## src/rtl/mux_arb_pkg.sv

```systemverilog
// Shared types, sizes and the round-robin winner function for the
// 4-source multiplexer arbiter.
package mux_arb_pkg;

  localparam int N_SRC = 4;
  localparam int SEL_W = 2;

  typedef enum logic {
    ST_IDLE  = 1'b0,
    ST_GRANT = 1'b1
  } arbState_t;

  // First asserted request scanning upward from last+1, wrapping modulo 4.
  // The previous owner is therefore considered last.
  function automatic logic [SEL_W-1:0] rrWinner(input logic [N_SRC-1:0] req,
                                                input logic [SEL_W-1:0] last);
    logic [SEL_W-1:0] idx;
    logic [SEL_W-1:0] win;
    logic             found;
    win   = last;
    found = 1'b0;
    for (int i = 1; i <= N_SRC; i++) begin
      idx = last + SEL_W'(i);
      if (!found && req[idx]) begin
        win   = idx;
        found = 1'b1;
      end
    end
    return win;
  endfunction

endpackage

```

## src/rtl/multiplexer.sv

```systemverilog
// 4:1 data multiplexer shared between the arbitrated sources.
module multiplexer #(
  parameter int W = 2
) (
  input  logic [W-1:0] A,
  input  logic [W-1:0] B,
  input  logic [W-1:0] C,
  input  logic [W-1:0] D,
  input  logic [1:0]   SEL,
  output logic [W-1:0] X
);

  always_comb begin
    X = A;
    case (SEL)
      2'b00: X = A;
      2'b01: X = B;
      2'b10: X = C;
      2'b11: X = D;
    endcase
  end

endmodule

```

## src/rtl/mux_rr_arbiter.sv

```systemverilog
// Round-robin arbiter owning the multiplexer select; grants one source at a
// time for at most HOLD_CYCLES cycles and presents its data on X with VALID.
module mux_rr_arbiter
  import mux_arb_pkg::*;
#(
  parameter int HOLD_CYCLES = 4,
  parameter int W           = 2
) (
  input  logic             CLK,
  input  logic             RST_N,
  input  logic [N_SRC-1:0] REQ,
  input  logic [W-1:0]     A,
  input  logic [W-1:0]     B,
  input  logic [W-1:0]     C,
  input  logic [W-1:0]     D,
  output logic [N_SRC-1:0] GNT,
  output logic [SEL_W-1:0] SEL,
  output logic [W-1:0]     X,
  output logic             VALID
);

  localparam logic [3:0] HOLD_LOAD = 4'(HOLD_CYCLES - 1);

  arbState_t        state, nextState;
  logic [3:0]       cnt, nextCnt;
  logic [SEL_W-1:0] sel, nextSel;
  logic [SEL_W-1:0] last, nextLast;
  logic [N_SRC-1:0] gnt, nextGnt;
  logic [SEL_W-1:0] winner;
  logic             grantEnd;
  logic [W-1:0]     muxOut;

  // LAST resets to 3 so that source A is first in line after reset.
  always_ff @(posedge CLK or negedge RST_N) begin
    if (!RST_N) begin
      state <= ST_IDLE;
      cnt   <= '0;
      sel   <= '0;
      last  <= 2'b11;
      gnt   <= '0;
    end else begin
      state <= nextState;
      cnt   <= nextCnt;
      sel   <= nextSel;
      last  <= nextLast;
      gnt   <= nextGnt;
    end
  end

  always_comb begin
    nextState = state;
    nextCnt   = cnt;
    nextSel   = sel;
    nextLast  = last;
    nextGnt   = gnt;
    winner    = rrWinner(REQ, last);
    grantEnd  = (cnt == 4'd0) || !REQ[sel];
    case (state)
      ST_IDLE: begin
        if (|REQ) begin
          nextState = ST_GRANT;
          nextSel   = winner;
          nextLast  = winner;
          nextGnt   = 4'b0001 << winner;
          nextCnt   = HOLD_LOAD;
        end
      end
      ST_GRANT: begin
        // Timeout and owner release collapse into one grant end; any pending
        // request is served at the same edge without an idle bubble.
        if (grantEnd) begin
          if (|REQ) begin
            nextSel  = winner;
            nextLast = winner;
            nextGnt  = 4'b0001 << winner;
            nextCnt  = HOLD_LOAD;
          end else begin
            nextState = ST_IDLE;
            nextGnt   = '0;
            nextCnt   = '0;
          end
        end else begin
          nextCnt = cnt - 4'd1;
        end
      end
      default: nextState = ST_IDLE;
    endcase
  end

  always_comb begin
    GNT   = gnt;
    SEL   = sel;
    VALID = (state == ST_GRANT);
    X     = VALID ? muxOut : '0;
  end

  multiplexer #(.W(W)) uMux (
    .A  (A),
    .B  (B),
    .C  (C),
    .D  (D),
    .SEL(sel),
    .X  (muxOut)
  );

endmodule

```

## config.mk

```make
export PLATFORM = sky130hd
export DESIGN_NAME = mux_rr_arbiter
export DESIGN_NICKNAME = d
export VERILOG_FILES = /design/src/rtl/mux_arb_pkg.sv /design/src/rtl/multiplexer.sv /design/src/rtl/mux_rr_arbiter.sv
export SDC_FILE = /design/constraint.sdc
export NUM_CORES = 1
export LEC_CHECK = 0
export CAP_MARGIN = 5
export CORE_MARGIN = 2
export CORE_UTILIZATION = 48
export DETAILED_ROUTE_END_ITERATION = 12
export PLACE_DENSITY_LB_ADDON = 0.3
export SLEW_MARGIN = 40
export SYNTH_ARGS = -nofsm -noshare
export SYNTH_HDL_FRONTEND = slang
export SYNTH_SLANG_ARGS = --single-unit
export TNS_END_PERCENT = 10
```

## constraint.sdc

```tcl
create_clock -name CLK -period 3.28 [get_ports CLK]
set_input_delay 0.656 -clock CLK [delete_from_list [all_inputs] [get_ports CLK]]
set_output_delay 0.656 -clock CLK [all_outputs]
set_load 0.03 [all_outputs]
```

==> flow_summary.toml <==
[status]
status = "completed"

[clock_network]
cts_made_buffers = 3
cts_num_sinks = 13
clk_path_buf_depth = 2
htree_levels = 1
cts_resized = 0
path_clk_slew_ns = 0.08
cts_root_buf = "clkbuf_4"
postCtsSetupBuffers = 0
clk_latency_ns = 0.27
cts_tree = "built"
postCtsHoldBufs = 0

[worst_setup_path]
worstPathRequired_ns = 2.62
reg2reg_slack_ns = 1.38
worst_path_largest_cell_delay_ns = 0.59
critPathMostFrequentCell = "clkdlybuf4s50_1"
worstPathMaxFanout = 1
path_class = "primary input to output port"
cpLargestDelayFamily = "buffers and inverters"
r2r_start = "SEL[0]"
r2r.worst_path.cells = 4
crit_arrival_ns = 2.29
cp_slowest_cell = "clkdlybuf4s50_1"
r2r-end = "SEL[1]"
cp-end-kind = "output port"
crit_chain = "clkdlybuf4s50_1 > mux4_1 > and2_1 > clkdlybuf4s50_1"
crit_path_start_kind = "primary input"
worstPathBufferInverterCount = 2

[routing]
drt_wl_total_um = 1460
vias_per_cell = 5.92
antenna_left = 0
vias = 604
dr.first_iter.drc_count = 9
drc = 0
wl_per_cell_um = 14.3
dr.pass1.iters = 4

[sta]
fin_crit_ns = 2.94
relSlewSlack_pct = 63.7
fmaxAchievable_mhz = 340
hold_viol_final = 0
setup-tns-final_ns = 0
period_share_pct = 89.7
rsz0062_at_grt = "false"
worstMarginPinSlew_ns = 0.542
finalSetupViolCount = 0
finClkSkew_ns = 0.00329
slew_viol_final = 0

[floorplan]
core-area_um2 = 1490
start_util_pct = 51.1
die_area_um2 = 1920
rows = 14
fp.dieH_um = 43.8
die_x_um = 43.8
ios = 23

[hold_path]
hp-class = "register to register"
min_from = "GNT[3]"
holdPathStages = 1
holdPathEnd = "GNT[3]"

[power_and_ir_drop]
p_leak_nw = 0.425
p_total_mw = 0.969
vdd_drop_max_mv = 0.544
powerDensity_nw_per_um2 = 958

[yosys]
synthMuxAreaShare_pct = 17.8
synth.distinct_cells = 28
yosysWarningCount = 0
synthAdderAreaFrac_pct = 1.64
synth_cells = 62
synth-seq-cells = 13
syn_avg_cell_area_um2 = 12.3
yosysSeqAreaShare_pct = 43.1
syn-cell-area_um2 = 761
synth_top_family_by_area = "compound AO/OA/AOI/OAI gates"
yosys.area_share.simple_pct = 10.4
synth_compound_area_share_pct = 21.9
syn_nets = 77
synth-xor-area-share_pct = 1.15

[global_routing]
grt_pass1_vias = 556
track_usage_pct = 17.3
grt_pass1_wl_um = 2490
grt.overflow.total = 0
antenna_found_initial = 0
grt_max_degree = 14

[layout]
final_layout_size_suffix_gt1_share_pct = 17.4
nets = 102
num_antenna_cells = 0
area_growth_pct = 33.1

[placement]
numPortBuffers = 22
routabilityCongestion = 0.789
hpwl_um = 1160

[flow_run]
cap_violations = 0
==> metal layers <==
metal | GRT usage, % | part of all wire [%]
met2 | 27.1 | 43
met1 | 25.2 | 50
met3 | 2.08 | 7.4
met5 | 0 | 0
met4 | 5.45 | 0
==> cells by family after synthesis <==
kind of cell	after synthesis
muxes	7
xor gates and xnor gates	1
and+or+nand+nor	15
DFF	13
adders and majority gates	1
AOI/OAI and AO/OA	19
buffers and inverters	6
==> synth_stat cells, drive strengths merged <==
cell type  number  area, um2
dfrtp          11        275
nor2            6       22.5
o21ai           5       25.0
a32o            4       40.0
inv             4       15.0
mux2            4       60.1
and2            3       21.3
mux4            3       75.1
a211o           2       20.0
buf             2       16.3
dfstp           2       52.6
nand2b          2       12.5
o21a            2       15.0
a21o            1       7.51
a21oi           1       5.00
a221o           1       10.0
a221oi          1       8.76
ha              1       12.5
nand2           1       3.75
nor2b           1       6.26
nor3            1       5.00
o221ai          1       8.76
o311ai          1       26.3
or4             1       7.51
xnor2           1       8.76
==> report_power, final <==
part / switching (mW) / internal, mW / total, mW
clock network: 0.0514 / 0.0451 / 0.0965
logic: 0.259 / 0.301 / 0.560
registers: 0.0736 / 0.239 / 0.313
==> how the worst max path moves through the flow <==
stage,to,slack (ns),start,cells past startpoint
after global routing,X[1],0.29,B[1],4
final,X[1],0.34,B[1],4
after CTS,X[0],0.33,B[0],4
after detailed placement,X[0],0.33,B[0],4
after floorplan,X[0],1.21,SEL[0],2
after global placement,X[0],0.35,C[0],4
==> sequential cells by signal (all words and copies together) (netlist names) <==
name and flops:
cnt 4, last 2, VALID 1, GNT 4, SEL 2
==> layout by cell type (no fill, tap or decap), drive strengths merged <==
cell and instances:
mux4 3, and2 3, dfstp 2, a211o 2, clkdlybuf4s50 22, nor2b 1, a32o 4, nand2 1
clkbuf 3, o221ai 1, a21oi 1, ha 1, a221o 1, nor2 6, or4 1, nor3 1
dfrtp 11, xnor2 1, nand2b 2, a21o 1, clkinv 1, o311ai 1, o21a 2, inv 4
mux2 4, o21ai 5, a221oi 1
==> worst register-to-register path, stage by stage (launching register included) <==
cell and delay (ns):
dfrtp_1 0.46, mux4_2 0.58, o311ai_4 0.15, and2_4 0.30
mux2_4 0.31
==> final cells by class <==
cell class | count | area (um2)
Sequential cell | 13 | 328
Tap cell | 16 | 20.0
Fill cell | 113 | 477
Clock buffer | 3 | 22.5
Clock inverter | 1 | 5.00
Inverter | 4 | 15.0
Timing Repair Buffer | 22 | 220
Multi-Input combinational cell | 43 | 402
==> metrics by stage <==
step | setup WS (ns) | util [%] | hold WS [ns] | std cells | cell area (um2)
finish | 0.339 | 68.0 | 0.506 | 102 | 1010
CTS | 0.327 | 68.0 | 0.507 | 102 | 1010
floorplan | 1.21 | - | 0.360 | 62 | 761
global route | 0.286 | 68.0 | 0.530 | 102 | 1010
global placement | 0.351 | 66.1 | 0.476 | 98 | 985
detailed placement | 0.327 | 66.1 | 0.488 | 98 | 985
(Power assumes the default switching activity.)
